==> src/rtl/disp_scan_ctrl.sv <==
// Four-digit multiplexed display scan controller: digit on-time, inter-digit blanking,
// per-frame shadowing of value/mask/suppression, active-low anode drive.
module disp_scan_ctrl #(
  parameter int unsigned ON_CYC    = 50000,
  parameter int unsigned BLANK_CYC = 1000
) (
  input  logic        Clk,
  input  logic        Rst,
  input  logic        Run,
  input  logic [15:0] Value,
  input  logic [3:0]  DigitEn,
  input  logic        LzSup,
  output logic [3:0]  Anodo,
  output logic [3:0]  Nibble,
  output logic [1:0]  Sel,
  output logic        FrameStart
);

  localparam int unsigned MAX_CYC = (ON_CYC > BLANK_CYC) ? ON_CYC : BLANK_CYC;
  localparam int unsigned TW      = (MAX_CYC < 1) ? 1 : $clog2(MAX_CYC + 1);
  localparam bit          NO_GAP  = (BLANK_CYC == 0);
  localparam logic [TW-1:0] ON_LAST    = TW'((ON_CYC == 0) ? 0 : ON_CYC - 1);
  localparam logic [TW-1:0] BLANK_LAST = TW'((BLANK_CYC == 0) ? 0 : BLANK_CYC - 1);

  typedef enum logic [1:0] {
    ST_STOP  = 2'd0,
    ST_ON    = 2'd1,
    ST_BLANK = 2'd2
  } state_t;

  state_t        state;
  logic [TW-1:0] timer;
  logic [15:0]   sh_val;
  logic [3:0]    sh_en;
  logic          sh_lz;

  logic          on_done;
  logic          blank_done;
  logic          digit_done;
  logic          wrap;
  logic [3:0]    upper_zero;
  logic          digit_lit;

  // End of a digit slot: BLANK expiry, or ON expiry when there is no gap
  assign on_done    = (state == ST_ON)    && (timer == ON_LAST);
  assign blank_done = (state == ST_BLANK) && (timer == BLANK_LAST);
  assign digit_done = blank_done || (on_done && NO_GAP);
  assign wrap       = digit_done && (Sel == 2'd3);

  always_ff @(posedge Clk or posedge Rst) begin
    if (Rst) begin
      state      <= ST_STOP;
      timer      <= '0;
      Sel        <= 2'd0;
      FrameStart <= 1'b0;
      sh_val     <= 16'h0000;
      sh_en      <= 4'h0;
      sh_lz      <= 1'b0;
    end else begin
      FrameStart <= 1'b0;
      if (!Run) begin
        state <= ST_STOP;
        timer <= '0;
        Sel   <= 2'd0;
      end else begin
        case (state)
          ST_STOP: begin
            state      <= ST_ON;
            timer      <= '0;
            Sel        <= 2'd0;
            FrameStart <= 1'b1;
            sh_val     <= Value;
            sh_en      <= DigitEn;
            sh_lz      <= LzSup;
          end
          ST_ON, ST_BLANK: begin
            if (digit_done) begin
              state <= ST_ON;
              timer <= '0;
              Sel   <= Sel + 2'd1;
              if (wrap) begin
                FrameStart <= 1'b1;
                sh_val     <= Value;
                sh_en      <= DigitEn;
                sh_lz      <= LzSup;
              end
            end else if (on_done) begin
              state <= ST_BLANK;
              timer <= '0;
            end else begin
              timer <= timer + TW'(1);
            end
          end
          default: begin
            state <= ST_STOP;
            timer <= '0;
            Sel   <= 2'd0;
          end
        endcase
      end
    end
  end

  // upper_zero[k]: nibbles k..3 of the shadowed value are all zero
  assign upper_zero[0] = (sh_val == 16'h0000);
  assign upper_zero[1] = (sh_val[15:4] == 12'h000);
  assign upper_zero[2] = (sh_val[15:8] == 8'h00);
  assign upper_zero[3] = (sh_val[15:12] == 4'h0);

  assign digit_lit = sh_en[Sel] && !(sh_lz && (Sel != 2'd0) && upper_zero[Sel]);

  assign Anodo  = ((state == ST_ON) && digit_lit) ? ~(4'b0001 << Sel) : 4'b1111;
  assign Nibble = sh_val[{Sel, 2'b00} +: 4];

endmodule

==> config.mk <==
export PLATFORM = sky130hd
export DESIGN_NAME = disp_scan_ctrl
export DESIGN_NICKNAME = d
export VERILOG_FILES = /design/src/rtl/disp_scan_ctrl.sv
export SDC_FILE = /design/constraint.sdc
export NUM_CORES = 1
export LEC_CHECK = 0
export BUFFER_PORTS_ARGS = -buffer_cell sky130_fd_sc_hd__buf_2
export CAP_MARGIN = 20
export CORE_ASPECT_RATIO = 0.8
export CORE_MARGIN = 2
export CORE_UTILIZATION = 58
export CTS_BUF_LIST = sky130_fd_sc_hd__clkbuf_4 sky130_fd_sc_hd__clkbuf_8
export CTS_CLUSTER_SIZE = 14
export DETAILED_ROUTE_END_ITERATION = 7
export GPL_TIMING_DRIVEN = 0
export PLACE_DENSITY = 0.82
export SETUP_SLACK_MARGIN = 0.15
export SKIP_CTS_REPAIR_TIMING = 1
export SLEW_MARGIN = 20
export SYNTH_ARGS = -nofsm -noshare
export SYNTH_HDL_FRONTEND = slang
export SYNTH_SLANG_ARGS = --single-unit
export TNS_END_PERCENT = 50
==> constraint.sdc <==
create_clock -name Clk -period 2.7 [get_ports Clk]
set_clock_uncertainty 0.1 [all_clocks]
set_input_delay 0.54 -clock Clk [delete_from_list [all_inputs] [get_ports Clk]]
set_output_delay 0.54 -clock Clk [all_outputs]
set_load 0.02 [all_outputs]
==> results_dict.tcl, run 1 <==
set metrics [dict create \
    peakVddDrop_mv 0.5851 \
    required_ns 2.06 \
    h-tree-depth 2 \
    synth_ff_type "dfrtp_1" \
    cts_sinks 42 \
    final_net_count 269 \
    crit_type "reg2out" \
    ys_seq_area_share_pct 48.81 \
    drc 0 \
    worst_pin_slew_ns 0.3821 \
    multi_input_area_mm2 0.001091 \
    p_seq_share_pct 46.5 \
    p_sw_w 0.0006110 \
    hold_viol 0 \
    ios 35 \
    grt_use_total_pct 22.25 \
    dp_hpwl_mm 3.148 \
    grt_max_degree 35 \
    grt_pass1_vias 1459 \
    max_cap_violations 0 \
    mostFrequentLayoutCells "dfrtp_1, buf_2, nor2_1" \
    drt_pre_antenna_iters 4 \
    worstReg2RegStart "timer[4]" \
    area_growth_pct 25.16 \
    cp_slowest_cell "dfrtp_1" \
    yosys_warnings 0 \
    clkTransAtPathRegs_ns 0.08 \
    regArea_mm2 0.001052 \
    ys_ff_latch 42 \
    numPortBuffers 34 \
    die_y_um 58.50 \
    row_count 19 \
    synth_cells 184 \
    slew_headroom_pct 74.53 \
    syn_area_mm2 0.002153 \
    cp-start-kind "flip-flop" \
    root_buffer "clkbuf_8" \
    rrSetupSlack_ns 0.16 \
    dr.first_iter.drc_count 130 \
    drt_wl_total_mm 4.699 \
    switching_share_pct 29.85 \
    placed_cell_area_mm2 0.002399 \
    r2r_cells 6 \
    post_drt_wl_per_cell_um 16.84 \
    n_fill_cell 215 \
    leakage_nw 1.206 \
    synth_area_per_cell_um2 11.70 \
    initial_core_util_pct 61.62 \
    critical_path.cell_chain "buf_6 > inv_1 > ha_4 > nor4_4 > nand3b_1 > o311a_4 > nand2_1 > buf_4" \
    power_w 0.002047 \
    max_stage_delay_ns 0.41 \
    antenna_found_initial 0 \
    synth_edf_count 0 \
    fin_area_mm2 0.002695 \
    ant_nets 0 \
    synth_cell_type_count 34 \
    fmax_ghz 0.3840 \
    cts_tree "done" \
    n_antenna_cell 0 \
    grt_first_pass_wirelength_mm 7.017 \
    cts_buffers 5 \
    drive_above_1_share_pct 31.65 \
    power_density_mw_per_mm2 759.4 \
    drv_slew 0 \
    vias 1616 \
    grt-ovfl-total 0 \
    status "complete, no violations" \
    dieArea_mm2 0.004219 \
    clk_path_buf_depth 2 \
    routabilityCongestion 0.8153 \
    period_minus_slack_ns 2.604 \
    crit_fanout 4 \
    core_mm2 0.003495 \
    fp.dieW_um 72.13 \
    post-route-period-util_pct 96.46 \
    crit_arrival_ns 1.96 \
    async_flop_share_pct 100.0 \
    power_frac_comb_pct 24.5 \
    post-route-util_pct 77.12 \
    clockPowerShare_pct 29.1 \
    setup_viol 0 \
    r2r-end "sh_val[9]" \
    syn_nets 217 \
    rsz0062_at_grt "yes" \
    intPower_w 0.001436 \
    min_path_type "in2async" \
    layout_commonest_cell "dfrtp_1" \
    clkLatencyLatePin_ns 0.29 \
    viasPerCell 5.792 \
    cp-end-kind "output port" \
]
[synth_stat cells, drive strengths merged (5+ instances only)]
| cell type | number | share of area (%) |
|---|---|---|
| and3 | 5 | 1.5 |
| buf | 5 | 1.7 |
| dfrtp | 42 | 49 |
| ha | 9 | 5.2 |
| inv | 7 | 1.2 |
| mux2 | 21 | 11 |
| mux4 | 5 | 5.2 |
| nand2 | 10 | 1.7 |
| nor2 | 25 | 4.4 |
| xnor2 | 9 | 3.7 |
| xor2 | 6 | 2.4 |
[worst max-delay path by stage]
| stage | startpoint | endpoint | slack [ns] |
|---|---|---|---|
| after global placement | Sel[0] | Anodo[1] | -0.06 |
| after CTS | Sel[0] | Anodo[3] | -0.40 |
| after global routing | Sel[0] | Anodo[3] | -0.03 |
| final | Sel[1] | Anodo[2] | 0.1 |
| after detailed placement | Sel[0] | Anodo[3] | -0.07 |
| after floorplan | Sel[0] | Anodo[0] | 0.17 |
[power by group through the flow]
| stage | sequential, W | combinational [W] | clock [W] |
|---|---|---|---|
| after floorplan | 0.000891 | 0.000360 | 0 |
| after global placement | 0.000933 | 0.000450 | 0 |
| after detailed placement | 0.000942 | 0.000470 | 0 |
| after CTS | 0.000930 | 0.000474 | 0.000600 |
| after global routing | 0.000971 | 0.000551 | 0.000623 |
| final | 0.000951 | 0.000501 | 0.000595 |
[critical path, delay by kind of cell, from the launching register on]
kind	cells	cell delay, ns
AND/OR/NAND/NOR	3	0.36
flip-flops	1	0.41
buffers and inverters	3	0.37
AO/OA/AOI/OAI	1	0.34
adder cells (fa/ha/maj)	1	0.19
[stage by stage]
step / hold WS [ns] / cells / TNS [ns] / setup WS [ns]
6_report: 0.05155 / 279 / 0 / 0.09570
5_1_grt: 0.06410 / 279 / -0.08826 / -0.02868
4_1_cts: 0.05475 / 269 / -1.587 / -0.4048
3_5_place_dp: 0.3654 / 261 / -0.2673 / -0.07488
3_3_place_gp: 0.3440 / 260 / -0.2520 / -0.06399
2_1_floorplan: 0.3251 / 184 / 0 / 0.1658
[area by class of cell]
| class | instances | area share [%] |
|---|---|---|
| Inverter | 7 | 0.9749 |
| Tap cell | 42 | 1.950 |
| Clock buffer | 5 | 2.553 |
| Multi-Input combinational cell | 128 | 40.48 |
| Timing Repair Buffer | 45 | 10.21 |
| Sequential cell | 42 | 39.04 |
| Buffer | 7 | 2.228 |
| Clock inverter | 3 | 2.553 |
[flip-flops by register name, summed over array words and instances, names as in the netlist]
signal,flops
timer,16
FrameStart,1
sh_en,4
state,2
Sel,2
sh_val,16
sh_lz,1
[per-layer routing]
layer	GRT usage [%]	wire (um)	vias up
met3	4.452	281	7
met4	6.739	41	0
li1	-	-	754
met1	34.79	2249	797
met2	31.45	2127	58
met5	0	0	-
[logic make-up (layout without fill, tap and decap cells)]
group / Yosys count / in the layout / synth area share, %
compound gates: 10 / 10 / 3.951
xor+xnor: 15 / 15 / 6.101
fa+ha+maj: 9 / 9 / 5.230
buf+inv: 14 / 67 / 3.312
flops: 42 / 42 / 48.81
mux: 27 / 27 / 16.68
simple gates: 67 / 67 / 15.92
Note: power is estimated with default switching activity, not from simulation.
==> run 2, diff against run 1 <==
- GPL_TIMING_DRIVEN: 0 -> not set
- PLACE_DENSITY: 0.82 -> not set
- PLACE_DENSITY_LB_ADDON: not set -> 0.1
==> results_dict.tcl, run 2 (synthesized netlist as in run 1, its figures left out) <==
set metrics [dict create \
    cts_sinks 42 \
    cp-start-kind "flip-flop" \
    area_growth_pct 18.25 \
    n_antenna_cell 0 \
    drt_pre_antenna_iters 4 \
    crit_type "reg2reg" \
    post_drt_wl_per_cell_um 17.42 \
    row_count 19 \
    h-tree-depth 2 \
    clkLatencyLatePin_ns 0.29 \
    dieArea_mm2 0.004219 \
    mostFrequentLayoutCells "dfrtp_1, buf_2, nor2_1" \
    die_y_um 58.50 \
    placed_cell_area_mm2 0.002381 \
    grt_max_degree 43 \
    crit_arrival_ns 2.57 \
    largestRegisters "sh_val (16), timer (16), sh_en (4)" \
    ios 35 \
    min_path_type "in2async" \
    rsz0062_at_grt "no" \
    final_net_count 256 \
    dp_hpwl_mm 3.242 \
    n_fill_cell 240 \
    dr.first_iter.drc_count 132 \
    crit_fanout 21 \
    clk_path_buf_depth 2 \
    vias 1576 \
    routabilityCongestion 0.8935 \
    setup_viol 0 \
    peakVddDrop_mv 0.5671 \
    layout_commonest_cell "dfrtp_1" \
    drv_slew 0 \
    initial_core_util_pct 61.62 \
    worst_pin_slew_ns 0.5224 \
    numPortBuffers 34 \
    clkTransAtPathRegs_ns 0.08 \
    cp-end-kind "flip-flop" \
    fp.dieW_um 72.13 \
    fin_area_mm2 0.002546 \
    finalSetupTns_ns 0 \
    required_ns 2.77 \
    post-route-period-util_pct 92.78 \
    power_density_mw_per_mm2 763.4 \
    ant_nets 0 \
    drt_wl_total_mm 4.633 \
    cts_buffers 5 \
    grt-ovfl-total 0 \
    rrSetupSlack_ns 0.19 \
    root_buffer "clkbuf_8" \
    cts_tree "done" \
    drc 0 \
    power_w 0.001944 \
    core_mm2 0.003495 \
    fmax_ghz 0.3992 \
    leakage_nw 1.125 \
    grt_use_total_pct 23.31 \
    max_cap_violations 0 \
    grt_first_pass_wirelength_mm 7.458 \
    slew_headroom_pct 65.17 \
    period_minus_slack_ns 2.505 \
    viasPerCell 5.925 \
    antenna_found_initial 0 \
    hold_viol 0 \
    status "complete, no violations" \
    grt_pass1_vias 1479 \
    drive_above_1_share_pct 26.34 \
]
[run 2: cell count changes in the layout (fill, tap and decap cells not counted), moves of 2 or more]
cell / previous run / this run
buf_4: 14 / 7
buf_6: 4 / 0
buf_2: 33 / 31
clkinv_2: 0 / 2
[run 2: through the flow]
stage                     hold slack, ns  setup slack [ns]  utilization (%)  std cells
final                             0.2640            0.1948            72.86        266
after global routing              0.3171            0.1516            72.86        266
after CTS                         0.2779           0.05370            71.25        266
after detailed placement          0.3543            0.2319            68.13        258
after global placement            0.3365            0.3378            68.13        258
after floorplan                   0.3251            0.1658                -        184
[run 2: where the power goes]
group,internal (W),switching [W],total (W),leakage (nW)
clock,0.000272,0.000210,0.000482,0.0579
combinational,0.000259,0.000236,0.000494,0.529
sequential,0.000801,0.000166,0.000967,0.538
total,0.00133,0.000612,0.00194,1.13
[run 2: critical path, stage by stage (launching register included)]
cell	delay (ns)
dfrtp_1	0.42
inv_1	0.11
ha_1	0.22
nor3b_1	0.45
a31oi_1	0.21
o31ai_4	0.30
buf_12	0.21
mux2_1	0.35
[run 2: metal layers]
layer  global-route usage [%]  vias to the layer above  wire length, um
met1                    35.42                      785             2093
li1                         -                      724                -
met5                        0                        -                0
met4                    8.086                        0               44
met3                    4.966                        4              295
met2                    33.29                       63             2198
[run 2: final timing paths]
path	start	end	depth (start not counted)
max in group asynchronous	Rst	sh_val[3]	3
min in group Clk	Value[0]	sh_val[0]	2
worst max-delay path	state[0]	sh_val[9]	7
worst min register to register	timer[0]	timer[0]	1
worst min-delay path	Rst	timer[4]	3
worst max register to register	state[0]	sh_val[9]	7
[run 2: cell type report]
type,count,area (um2),share of cell area (%)
clock buffers,5,68.82,2.703
clock inverters,3,40.04,1.572
multi-input cells,128,1080,42.41
inverters,7,26.28,1.032
flip-flops and latches,42,1051,41.28
repair buffers,39,227.7,8.943
well taps,42,52.55,2.064
==> run 3, diff against run 2 <==
- REMOVE_ABC_BUFFERS: not set -> 1
==> results_dict.tcl, run 3 (synthesized netlist as in run 1, its figures left out) <==
set metrics [dict create \
    clk_path_buf_depth 2 \
    grt_pass1_vias 1496 \
    slew_headroom_pct 66.28 \
    ios 35 \
    cp-start-kind "flip-flop" \
    period_minus_slack_ns 2.461 \
    cp-startpoint "timer[4]" \
    required_ns 2.77 \
    peakVddDrop_mv 0.6446 \
    layout_commonest_cell "dfrtp_1" \
    cts_sinks 42 \
    worstReg2RegStart "timer[4]" \
    r2r_cells 6 \
    finalSetupTns_ns 0 \
    vias 1528 \
    dieArea_mm2 0.004219 \
    drc 0 \
    power_density_mw_per_mm2 742.2 \
    crit_type "reg2reg" \
    placed_cell_area_mm2 0.002381 \
    dr.first_iter.drc_count 126 \
    cp-end-kind "flip-flop" \
    critical_path.cell_chain "or4_1 > nor3_2 > a31oi_1 > o31ai_4 > buf_12 > mux2_1" \
    initial_core_util_pct 61.62 \
    ant_nets 0 \
    cts_buffers 5 \
    dp_hpwl_mm 3.222 \
    drt_wl_total_mm 4.291 \
    grt_first_pass_wirelength_mm 7.293 \
    drt_pre_antenna_iters 4 \
    grt_max_degree 43 \
    crit_arrival_ns 2.53 \
    n_fill_cell 236 \
    max_cap_violations 0 \
    root_buffer "clkbuf_8" \
    setup_viol 0 \
    n_antenna_cell 0 \
    min_path_type "in2async" \
    die_y_um 58.50 \
    post_drt_wl_per_cell_um 16.13 \
    clkTransAtPathRegs_ns 0.08 \
    rsz0062_at_grt "no" \
    area_growth_pct 17.08 \
    grt-ovfl-total 0 \
    antenna_found_initial 0 \
    clkLatencyLatePin_ns 0.29 \
    status "complete, no violations" \
    mostFrequentLayoutCells "dfrtp_1, buf_2, nor2_1" \
    rrSetupSlack_ns 0.24 \
    viasPerCell 5.744 \
    largestRegisters "sh_val (16), timer (16), sh_en (4)" \
    row_count 19 \
    fmax_ghz 0.4064 \
    crit_fanout 21 \
    numPortBuffers 34 \
    fin_area_mm2 0.002521 \
    post-route-period-util_pct 91.14 \
    r2r-end "sh_val[9]" \
    drv_slew 0 \
    hold_viol 0 \
    fp.dieW_um 72.13 \
    cp_slowest_cell "or4_1" \
    routabilityCongestion 0.8708 \
    final_net_count 256 \
    instances_no_fill 266 \
    leakage_nw 1.114 \
    dp.cells 258 \
    whs_ns 0.2657 \
    h-tree-depth 2 \
    max_stage_delay_ns 0.54 \
    grt_use_total_pct 22.50 \
    cts_tree "done" \
    drive_above_1_share_pct 25.89 \
    core_mm2 0.003495 \
    worst_pin_slew_ns 0.5058 \
]
## run 3: cell types whose count changed in the layout (fill, tap and decap cells not counted), sizes merged
cell / change
bufinv: -1
clkbuf: +1
clkinvlp: +1
clkinv: -1
## run 3: per-layer routing
layer | up-vias | global-route usage (%) | routed length, um
met3 | 4 | 4.966 | 255
met1 | 740 | 34.47 | 2106
met2 | 53 | 32.24 | 1894
met5 | - | 0 | 0
li1 | 731 | - | -
met4 | 0 | 6.739 | 34
## run 3: how the worst max path moves through the flow
stage | endpoint | slack [ns] | cells after the start
after detailed placement | sh_val[2] | 0.26 | 6
after floorplan | sh_en[0] | 0.1 | 5
after global routing | sh_val[0] | 0.16 | 6
after CTS | Anodo[0] | 0.11 | 7
final | sh_val[9] | 0.24 | 6
after global placement | sh_val[8] | 0.34 | 6
## run 3: area by class of cell
| class | count | area (um2) | share of cell area [%] |
|---|---|---|---|
| Multi-Input combinational cell | 128 | 1071 | 42.48 |
| Inverter | 7 | 26.28 | 1.042 |
| Tap cell | 42 | 52.55 | 2.084 |
| Timing Repair Buffer | 39 | 225.2 | 8.933 |
| Clock inverter | 2 | 12.51 | 0.4963 |
| Sequential cell | 42 | 1051 | 41.69 |
| Clock buffer | 6 | 82.58 | 3.275 |
## run 3: power breakdown
group	internal, W	switching [W]	leakage [nW]
logic	0.000258	0.000230	0.528
registers	0.000801	0.000167	0.538
clock network	0.000206	0.000209	0.0472
total	0.00126	0.000607	1.11
## run 3: per-stage QoR
step,power [W],setup slack (ns),utilization (%)
final,0.001871,0.2393,72.14
after global routing,0.001970,0.1552,72.14
after CTS,0.001838,0.1107,70.86
after detailed placement,0.001422,0.2578,68.13
after global placement,0.001378,0.3367,68.13
after floorplan,0.001235,0.09846,-
## run 3: critical path: cells and delay by family, from the launching register on
kind / cells / cell delay [ns]
DFF: 1 / 0.42
and+or+nand+nor: 2 / 0.78
AOI/OAI and AO/OA: 2 / 0.47
buffers and inverters: 1 / 0.20
muxes: 1 / 0.34
